**config.mk**
```make
export PLATFORM = sky130hd
export DESIGN_NAME = div_issue_queue
export DESIGN_NICKNAME = d
export VERILOG_FILES = /design/src/rtl/div_issue_queue.sv
export SDC_FILE = /design/constraint.sdc
export NUM_CORES = 1
export LEC_CHECK = 0
export BUFFER_PORTS_ARGS = -buffer_cell sky130_fd_sc_hd__clkbuf_2
export CAP_MARGIN = 20
export CORE_MARGIN = 10
export CORE_UTILIZATION = 65
export CTS_BUF_LIST = sky130_fd_sc_hd__clkbuf_8
export DETAILED_ROUTE_END_ITERATION = 6
export GPL_ROUTABILITY_DRIVEN = 1
export HOLD_SLACK_MARGIN = 0.1
export PLACE_DENSITY = 0.9
export SLEW_MARGIN = 20
export SYNTH_ARGS = -nofsm -noshare
export SYNTH_HDL_FRONTEND = slang
export SYNTH_SLANG_ARGS = --single-unit
```
**constraint.sdc**
```tcl
create_clock -name clk_in -period 4.7 [get_ports clk_in]
set_input_delay 0.47 -clock clk_in [delete_from_list [all_inputs] [get_ports clk_in]]
set_output_delay 0.47 -clock clk_in [all_outputs]
set_load 0.03 [all_outputs]
```
**src/rtl/div_issue_queue.sv**
```systemverilog
// ---------------------------------------------------------------------------
// div_issue_queue
//
// Front-end and result collector for a fixed-latency pipelined signed divider.
// Requests are passed straight through to the divider. Each request's tag and
// divide-by-zero flag travel alongside it in a LATENCY-deep shift pipe. When
// the pipe head is valid, the divider result is written into a DEPTH-entry
// result FIFO. A credit count (requests in flight plus entries buffered)
// throttles acceptance so the FIFO can never overflow. This is needed because
// the divider has no backpressure.
//
// Optional feature (macro SYNC_CHECK_EN):
//   defined   : sync_error_out is a sticky flag. It is set whenever the
//               divider's valid output disagrees with the tag pipe head.
//               Only rst_in clears it.
//   undefined : sync_error_out is tied low and no compare logic is built.
//
// Handshakes: a transfer happens on a rising clk_in edge when valid and ready
// are both high. Valid never depends on ready on the producing side.
//
// Ports:
//   clk_in, rst_in       clock, synchronous active-high reset
//   req_*                request channel from the solver (valid/ready)
//   div_*_out            operands and valid into the divider
//   div_*_in             quotient, remainder and valid from the divider
//   res_*                result channel to the consumer (valid/ready)
//   busy_out             any request in flight or buffered
//   sync_error_out       sticky pipe/divider mismatch (SYNC_CHECK_EN only)
// ---------------------------------------------------------------------------
module div_issue_queue #(
    parameter int WIDTH   = 32,
    parameter int TAG_W   = 8,
    parameter int LATENCY = 16,
    parameter int DEPTH   = 8
) (
    input  logic             clk_in,
    input  logic             rst_in,
    input  logic             req_valid_in,
    output logic             req_ready_out,
    input  logic [WIDTH-1:0] req_dividend_in,
    input  logic [WIDTH-1:0] req_divisor_in,
    input  logic [TAG_W-1:0] req_tag_in,
    output logic [WIDTH-1:0] div_dividend_out,
    output logic [WIDTH-1:0] div_divisor_out,
    output logic             div_valid_out,
    input  logic [WIDTH-1:0] div_quotient_in,
    input  logic [WIDTH-1:0] div_remainder_in,
    input  logic             div_valid_in,
    output logic             res_valid_out,
    input  logic             res_ready_in,
    output logic [WIDTH-1:0] res_quotient_out,
    output logic [WIDTH-1:0] res_remainder_out,
    output logic [TAG_W-1:0] res_tag_out,
    output logic             res_div_zero_out,
    output logic             busy_out,
    output logic             sync_error_out
);

    localparam int PTR_W = (DEPTH > 1) ? $clog2(DEPTH) : 1;
    localparam int CNT_W = $clog2(DEPTH + 1);
    localparam logic [CNT_W:0] DEPTH_C = (CNT_W + 1)'(DEPTH);

    typedef struct packed {
        logic [WIDTH-1:0] quot;
        logic [WIDTH-1:0] rem;
        logic [TAG_W-1:0] tag;
        logic             zero;
    } res_t;

    // Tag pipe. Index 0 is loaded on issue, and index LATENCY-1 is the head
    // that lines up with div_valid_in.
    logic [LATENCY-1:0]            pipe_valid_q, pipe_valid_d;
    logic [LATENCY-1:0][TAG_W-1:0] pipe_tag_q, pipe_tag_d;
    logic [LATENCY-1:0]            pipe_zero_q, pipe_zero_d;

    // Result FIFO storage and bookkeeping.
    res_t [DEPTH-1:0] fifo_mem_q, fifo_mem_d;
    logic [PTR_W-1:0] wr_ptr_q, wr_ptr_d;
    logic [PTR_W-1:0] rd_ptr_q, rd_ptr_d;
    logic [CNT_W-1:0] fifo_count_q, fifo_count_d;
    logic [CNT_W-1:0] in_flight_q, in_flight_d;

    logic [CNT_W:0] outstanding;
    logic           issue;
    logic           head_valid;
    logic           capture;
    logic           pop;
    res_t           cap_entry;
    res_t           head_entry;

    // Issue side and credit check.
    always_comb begin
        outstanding      = {1'b0, in_flight_q} + {1'b0, fifo_count_q};
        // Holding ready low during reset stops a request from being taken
        // while the bookkeeping is being cleared.
        req_ready_out    = ~rst_in & (outstanding < DEPTH_C);
        issue            = req_valid_in & req_ready_out;
        div_dividend_out = req_dividend_in;
        div_divisor_out  = req_divisor_in;
        div_valid_out    = issue;
        busy_out         = (outstanding != '0);
    end

    // Tag pipe shift. A zero divisor is still issued so that results stay in
    // order; the flag rides along and patches the result on capture.
    always_comb begin
        pipe_valid_d    = '0;
        pipe_tag_d      = '0;
        pipe_zero_d     = '0;
        pipe_valid_d[0] = issue;
        pipe_tag_d[0]   = req_tag_in;
        pipe_zero_d[0]  = (req_divisor_in == '0);
        for (int i = 1; i < LATENCY; i++) begin
            pipe_valid_d[i] = pipe_valid_q[i-1];
            pipe_tag_d[i]   = pipe_tag_q[i-1];
            pipe_zero_d[i]  = pipe_zero_q[i-1];
        end
    end

    // Capture into the FIFO. The credit check guarantees space, so the write
    // is not qualified by a full flag.
    always_comb begin
        head_valid     = pipe_valid_q[LATENCY-1];
        capture        = head_valid;
        cap_entry.tag  = pipe_tag_q[LATENCY-1];
        cap_entry.zero = pipe_zero_q[LATENCY-1];
        if (pipe_zero_q[LATENCY-1]) begin
            cap_entry.quot = '1;
            cap_entry.rem  = '0;
        end else begin
            cap_entry.quot = div_quotient_in;
            cap_entry.rem  = div_remainder_in;
        end

        fifo_mem_d = fifo_mem_q;
        if (capture) begin
            fifo_mem_d[wr_ptr_q] = cap_entry;
        end
    end

    // FIFO read side. The data outputs are held at zero while the FIFO is
    // empty, so stale entries are never shown.
    always_comb begin
        head_entry        = fifo_mem_q[rd_ptr_q];
        res_valid_out     = (fifo_count_q != '0);
        pop               = res_valid_out & res_ready_in;
        res_quotient_out  = res_valid_out ? head_entry.quot : '0;
        res_remainder_out = res_valid_out ? head_entry.rem  : '0;
        res_tag_out       = res_valid_out ? head_entry.tag  : '0;
        res_div_zero_out  = res_valid_out & head_entry.zero;
    end

    // Pointers wrap naturally because DEPTH is a power of two. A request
    // moves from in_flight to fifo_count on capture, so an accept and a pop
    // in the same cycle leave the credit total unchanged.
    always_comb begin
        wr_ptr_d     = wr_ptr_q + PTR_W'(capture);
        rd_ptr_d     = rd_ptr_q + PTR_W'(pop);
        in_flight_d  = in_flight_q + CNT_W'(issue) - CNT_W'(capture);
        fifo_count_d = fifo_count_q + CNT_W'(capture) - CNT_W'(pop);
    end

    always_ff @(posedge clk_in) begin
        if (rst_in) begin
            pipe_valid_q <= '0;
            pipe_tag_q   <= '0;
            pipe_zero_q  <= '0;
            fifo_mem_q   <= '0;
            wr_ptr_q     <= '0;
            rd_ptr_q     <= '0;
            fifo_count_q <= '0;
            in_flight_q  <= '0;
        end else begin
            pipe_valid_q <= pipe_valid_d;
            pipe_tag_q   <= pipe_tag_d;
            pipe_zero_q  <= pipe_zero_d;
            fifo_mem_q   <= fifo_mem_d;
            wr_ptr_q     <= wr_ptr_d;
            rd_ptr_q     <= rd_ptr_d;
            fifo_count_q <= fifo_count_d;
            in_flight_q  <= in_flight_d;
        end
    end

`ifdef SYNC_CHECK_EN
    logic sync_error_q, sync_error_d;

    // A divider result arriving with no pipe entry (for example, stale work
    // after a reset), or a pipe entry with no result, means the divider build
    // and LATENCY disagree.
    always_comb begin
        sync_error_d = sync_error_q | (div_valid_in != head_valid);
    end

    always_ff @(posedge clk_in) begin
        if (rst_in) begin
            sync_error_q <= 1'b0;
        end else begin
            sync_error_q <= sync_error_d;
        end
    end

    assign sync_error_out = sync_error_q;
`else
    // Without the checker, the divider's valid output carries no information
    // this block needs. Capture timing comes entirely from the tag pipe.
    logic div_valid_unused;
    assign div_valid_unused = div_valid_in;
    assign sync_error_out   = 1'b0;
`endif

endmodule

```
==> metrics.yaml, run 1 <==
status: "finished, final reports clean"
hold_viol_final: 0
die_h_um: 237
multiInputGateArea_um2: 13500
grt_usage: 0.270
max-cap-violations: 0
required_ns: 4.23
worst_setup_path_start_kind: "flip-flop"
hpwlAfterDp_um: 43900
rsz0062_at_grt: "no"
hold_slack_ns: 0.197
cts_buffer_depth: 3
synth_edf_count: 0
cts_num_sinks: 758
crit_chain: "buf_4, mux4_2, mux2i_1, nor2_1, clkbuf_2"
period_needed_ns: 3.64
end_kind: "output port"
yosysWarnings: 0
nFillCells: 2982
io_buffers: 216
die_w_um: 237
layout_common_cells: "dfxtp_1, nand2_1, nor2_1, a21oi_1, a211oi_1"
vias: 24300
synth-main-ff-cell: "dfxtp_1"
async_flop_share: 0
max_slew.worst_pin.slew_ns: 1.12
post_drt_wl_per_cell_um: 20.1
fin_crit_sh: 0.774
slew_violations: 0
routed_wl_um: 79200
crit_family: "flip-flops"
nets: 3414
drive_gt1_frac: 0.174
synthCells: 3252
syn_area_um2: 30600
synth_area_per_cell_um2: 9.42
ys_seq_elements: 758
synth_area_leaders: "dfxtp_1, mux4_2, nand2_1"
core-area_um2: 46600
mostFrequentLayoutCell: "dfxtp_1"
clock_latency_ns: 0.72
place_inst: 3729
start_util: 0.658
finClkSkew_ns: 0.0342
hp-class: "in -> reg"
final_cells: 3941
avgViaCountPerCell: 6.15
clkTransAtPathRegs_ns: 0.06
finalSetupTns_ns: 0
post-synth-top-area-fraction: 0.496
ant_nets: 0
htreeDepth: 3
crit_arrival_ns: 3.17
timing.fmax_mhz: 275
cts_root_buffer: "clkbuf_8"
diodes: 0
crit_slowest_cell: "dfxtp_4"
dieArea_um2: 56200
grt_max_degree: 231
cpPeakStageDelay_ns: 1.07
postCtsResizedCells: 0
dr.first_iter.drc_count: 2384
cts_buffers: 114
syn_nets: 3413
p_leak_nw: 11.4
grt_pass1_wl_um: 126000
ios: 283
relSlewSlack: 0.250
setup_violations: 0
ys_seq_area_frac: 0.496
seq_area_um2: 15200
max-vdd-ir-drop_v: 0.000420
antenna_found_initial: 0
grt_pass1_vias: 25000
crit_buf_inv: 2
cp_max_fo: 60
area_growth_pct: 9.15
power_density_nw_per_um2: 411
grt_overflow: 0
place.gp.congestion: 0.792
cts_tree: "yes"
row_count: 79
crit_type: "reg -> out"
route.detailed.drc: 0
synth_top_cell_by_area: "dfxtp_1"
first_pass_iters: 5
synthDistinctLibCells: 39
## stage by stage
stage / cell area [um^2] / utilization / setup WS, ns / power [mW]
3_3_place_gp: 30900 / 0.664 / 1.78 / 8.43
4_1_cts: 33400 / 0.717 / 1.11 / 13.8
5_1_grt: 33400 / 0.718 / 1.00 / 14.2
6_report: 33400 / 0.718 / 1.06 / 13.7
2_1_floorplan: 30600 / - / 1.63 / 8.07
3_5_place_dp: 30900 / 0.664 / 1.63 / 8.46
## cells by family (layout without fill, tap and decap cells)
kind of cell	count (synthesis)	count (layout)	synth area share
other cells	1	1	0.000122
buf+inv	396	478	0.0676
xor+xnor	6	6	0.00172
compound gates	596	596	0.119
simple gates	1255	1255	0.175
flops	758	758	0.496
fa+ha+maj	20	20	0.00891
mux	220	220	0.132
## Yosys cell counts, drive strengths merged (3+ instances only)
cell type  number
ha             17
and4bb          3
nand2         656
a211oi        256
a21oi         332
fa              3
nand4b          3
inv            15
nor2          369
xor2            3
mux4          146
mux2i          73
nand4bb         3
nor2b         197
a21o            4
clkbuf        166
nor4            7
buf           215
dfxtp         758
or4b            3
nand4           4
and4b           3
xnor2           3
## area by class of cell
cell class,instances,share of cell area
clock buffer,144,0.0593
clock inverter,53,0.00943
inverter,15,0.00168
multi-input combinational,2098,0.403
sequential,758,0.454
tap,607,0.0227
timing repair buffer,266,0.0499
## timing repair
action,in CTS,in global routing
hold endpoints to repair,10,0
hold buffers,13,0
setup buffers,0,0
## worst min-delay path, stage by stage
cell and delay [ns]:
clkbuf_2 0.07, nor2_1 0.10, a211oi_1 0.21
## layer usage
metal,global-route usage,vias up,share of wire
li1,-,11000,-
met1,0.308,11600,0.36
met2,0.464,1432,0.50
met3,0.0578,310,0.098
met4,0.147,0,0.044
met5,0,-,0
## power breakdown
part / switching [mW] / leakage [nW] / internal (mW)
clock network: 2.47 / 1.31 / 2.90
registers: 0.171 / 6.11 / 6.48
logic: 1.04 / 4.02 / 0.670
## worst paths after layout
kind                            from                   end  slack, ns  cells after the start
setup / recovery         rd_ptr_q[1]  res_remainder_out[2]       1.06                      5
hold reg to reg      pipe_tag_d[125]          cap_entry[6]       0.41                      1
setup reg to reg     fifo_count_q[2]       fifo_count_q[2]       1.94                     12
hold / removal    div_quotient_in[5]       fifo_mem_q[119]       0.20                      3
## sequential cells by signal, indices dropped and copies added (netlist names)
signal        count
cap_entry         8
fifo_count_q      4
fifo_mem_q      584
in_flight_q       4
pipe_tag_d      120
pipe_valid_q     16
pipe_zero_q      16
rd_ptr_q          3
wr_ptr_q          3
Note: power is estimated with default switching activity, not from simulation.
==> run 2: changes to the inputs <==
ABC_AREA = 1   (was default)
CORE_UTILIZATION = 56   (was 65)
PLACE_DENSITY = 0.83   (was 0.9)
clock period = 3.05 ns   (was 4.7 ns; I/O delays follow)
==> run 2 against run 1 <==
Sequential share of layout area fell by 4.4 points. Global-route usage down 3.9 points. Clock-buffer cell count grew 13. First-iteration DRC count up 10%. Cell count increased by 44%. Critical path depth grew 4. Critical endpoint is now res_quotient_out[16].
==> metrics.yaml, run 2 <==
crit_arrival_ns: 2.60
cpPeakStageDelay_ns: 0.49
avgViaCountPerCell: 5.15
die_h_um: 263
period_needed_ns: 2.90
fin_util: 0.639
io_buffers: 216
synthCells: 4774
crit_type: "reg -> out"
cts_buffer_depth: 3
finClkSkew_ns: 0.0320
layout_common_cells: "inv_1, dfxtp_1, nand2_1, a21oi_1, o21ai_0"
dr.first_iter.drc_count: 2628
max-cap-violations: 0
nFillCells: 4983
ys_seq_elements: 758
hpwlAfterDp_um: 44500
post_drt_wl_per_cell_um: 14.9
cp_max_fo: 76
routed_wl_um: 84300
synth_commonest_cells: "inv_1, dfxtp_1, nand2_1, a21oi_1, o21ai_0"
required_ns: 2.74
route.detailed.drc: 0
end_kind: "output port"
hp-class: "in -> reg"
htreeDepth: 3
cts_num_sinks: 758
place.gp.congestion: 0.781
worst_setup_path_start_kind: "flip-flop"
synth_edf_count: 0
status: "finished, final reports clean"
first_pass_iters: 6
synth_area_leaders: "dfxtp_1, inv_1, a21oi_1"
drive_gt1_frac: 0.103
diodes: 0
ios: 283
met1_length_um: 36200
grt_max_degree: 218
cts_buffers: 119
clkTransAtPathRegs_ns: 0.06
synth-main-ff-cell: "dfxtp_1"
post_cts_buffers: 0
vias: 29200
wl_met2_um: 39600
post-synth-top-area-fraction: 0.461
fin_ws_ns: 0.145
grt_pass1_vias: 27500
crit_chain: "inv_16, buf_6, buf_4, nand2_1, nand3_1, nand3_1, nand2_1, nor2_1, clkbuf_2"
antenna_found_initial: 1
final_cells: 5660
row_count: 88
clock_latency_ns: 0.73
synth_top_cell_by_area: "dfxtp_1"
setup_violations: 0
hold_viol_final: 0
grt_pass1_wl_um: 137000
start_util: 0.569
core-area_um2: 57900
area_growth_pct: 12.4
grt_usage: 0.231
dr_wl_met3_um: 6400
max-vdd-ir-drop_v: 0.000914
cts_root_buffer: "clkbuf_8"
cts_tree: "yes"
rsz0062_at_grt: "no"
syn_area_um2: 32900
regMostFlops: "fifo_mem_q"
dieArea_um2: 68900
async_flop_share: 0
yosysWarnings: 0
ant_nets: 0
relSlewSlack: 0.272
finalSetupTns_ns: 0
largest_register_ffs: 584
synthDistinctLibCells: 26
mostFrequentLayoutCell: "inv_1"
yosysMostFrequentCell: "inv_1"
slew_violations: 0
p_leak_nw: 16.2
max_slew.worst_pin.slew_ns: 1.09
fin_crit_sh: 0.952
timing.fmax_mhz: 344
ys_seq_area_frac: 0.461
highest_layer: "met4"
crit_slowest_cell: "dfxtp_4"
power_density_nw_per_um2: 734
synth_area_per_cell_um2: 6.90
die_w_um: 263
place_inst: 5374
grt_overflow: 0
pre_cts_ws_ns: 0.656
syn_nets: 4935
nets: 4969
-- run 2: cell count changes after synthesis, moves of 73 or more --
| cell | delta |
|---|---|
| nand2_1 | +99 |
| mux2i_1 | -73 |
| inv_1 | +818 |
| a21oi_1 | +257 |
| o21ai_0 | +561 |
| a211oi_1 | -256 |
| nor2b_1 | -197 |
| nand3_1 | +373 |
| mux4_2 | -146 |
-- run 2: path summary, 6_finish.rpt --
path,start,end,slack [ns],cells past startpoint
setup / recovery,rd_ptr_q[0],res_quotient_out[16],0.15,9
hold / removal,div_remainder_in[29],fifo_mem_q[111],0.16,5
setup reg to reg,fifo_count_q[1],in_flight_q[1],0.65,12
hold reg to reg,pipe_tag_d[114],pipe_tag_d[122],0.38,2
-- run 2: routing by layer --
| metal | up-vias | global-route usage |
|---|---|---|
| li1 | 14800 | - |
| met4 | 0 | 0.0829 |
| met1 | 13200 | 0.292 |
| met5 | - | 0 |
| met3 | 168 | 0.0418 |
| met2 | 981 | 0.389 |
-- run 2: final cells by class --
| type | count | area [um^2] | share of cell area |
|---|---|---|---|
| clock inverters | 51 | 238 | 0.00642 |
| inverters | 836 | 3160 | 0.0855 |
| multi-input cells | 2751 | 12700 | 0.344 |
| clock buffers | 157 | 2160 | 0.0584 |
| well taps | 765 | 957 | 0.0259 |
| flip-flops and latches | 758 | 15200 | 0.410 |
| repair buffers | 342 | 2590 | 0.0699 |
-- run 2: logic make-up after synthesis --
logic type / Yosys count / share of synthesized area
adder cells (fa/ha/maj): 20 / 0.00828
flip-flops: 758 / 0.461
AO/OA/AOI/OAI: 1173 / 0.178
AND/OR/NAND/NOR: 1552 / 0.195
XOR/XNOR: 5 / 0.00133
buffers and inverters: 1265 / 0.156
other: 1 / 0.000114
-- run 2: repair_timing --
| action | in CTS | in global routing |
|---|---|---|
| endpoints found under the setup margin | 8 | 47 |
| hold buffers | 76 | 0 |
| gates resized for setup | 2 | 6 |
| cloned | 0 | 2 |
| hold endpoints to repair | 469 | 0 |
-- run 2: report_power, final --
part / total [mW] / switching, mW / leakage [nW] / internal (mW)
logic: 8.58 / 6.00 / 8.65 / 2.58
clock network: 8.51 / 3.88 / 1.39 / 4.63
registers: 10.1 / 0.0942 / 6.11 / 9.98
total: 27.2 / 9.97 / 16.2 / 17.2
-- run 2: stage by stage --
step | hold slack [ns] | instance area [um^2] | power, mW
after floorplan | 0.388 | 32900 | 16.4
after global placement | 0.384 | 33800 | 18.5
after detailed placement | 0.386 | 33800 | 18.6
after CTS | 0.112 | 36900 | 27.1
after global routing | 0.170 | 37000 | 28.7
final | 0.161 | 37000 | 27.2
-- run 2: worst max-delay path, delay by kind of cell (launching register included) --
family / cells / cell delay, ns
and+or+nand+nor: 5 / 0.51
buffers and inverters: 4 / 0.87
DFF: 1 / 0.49
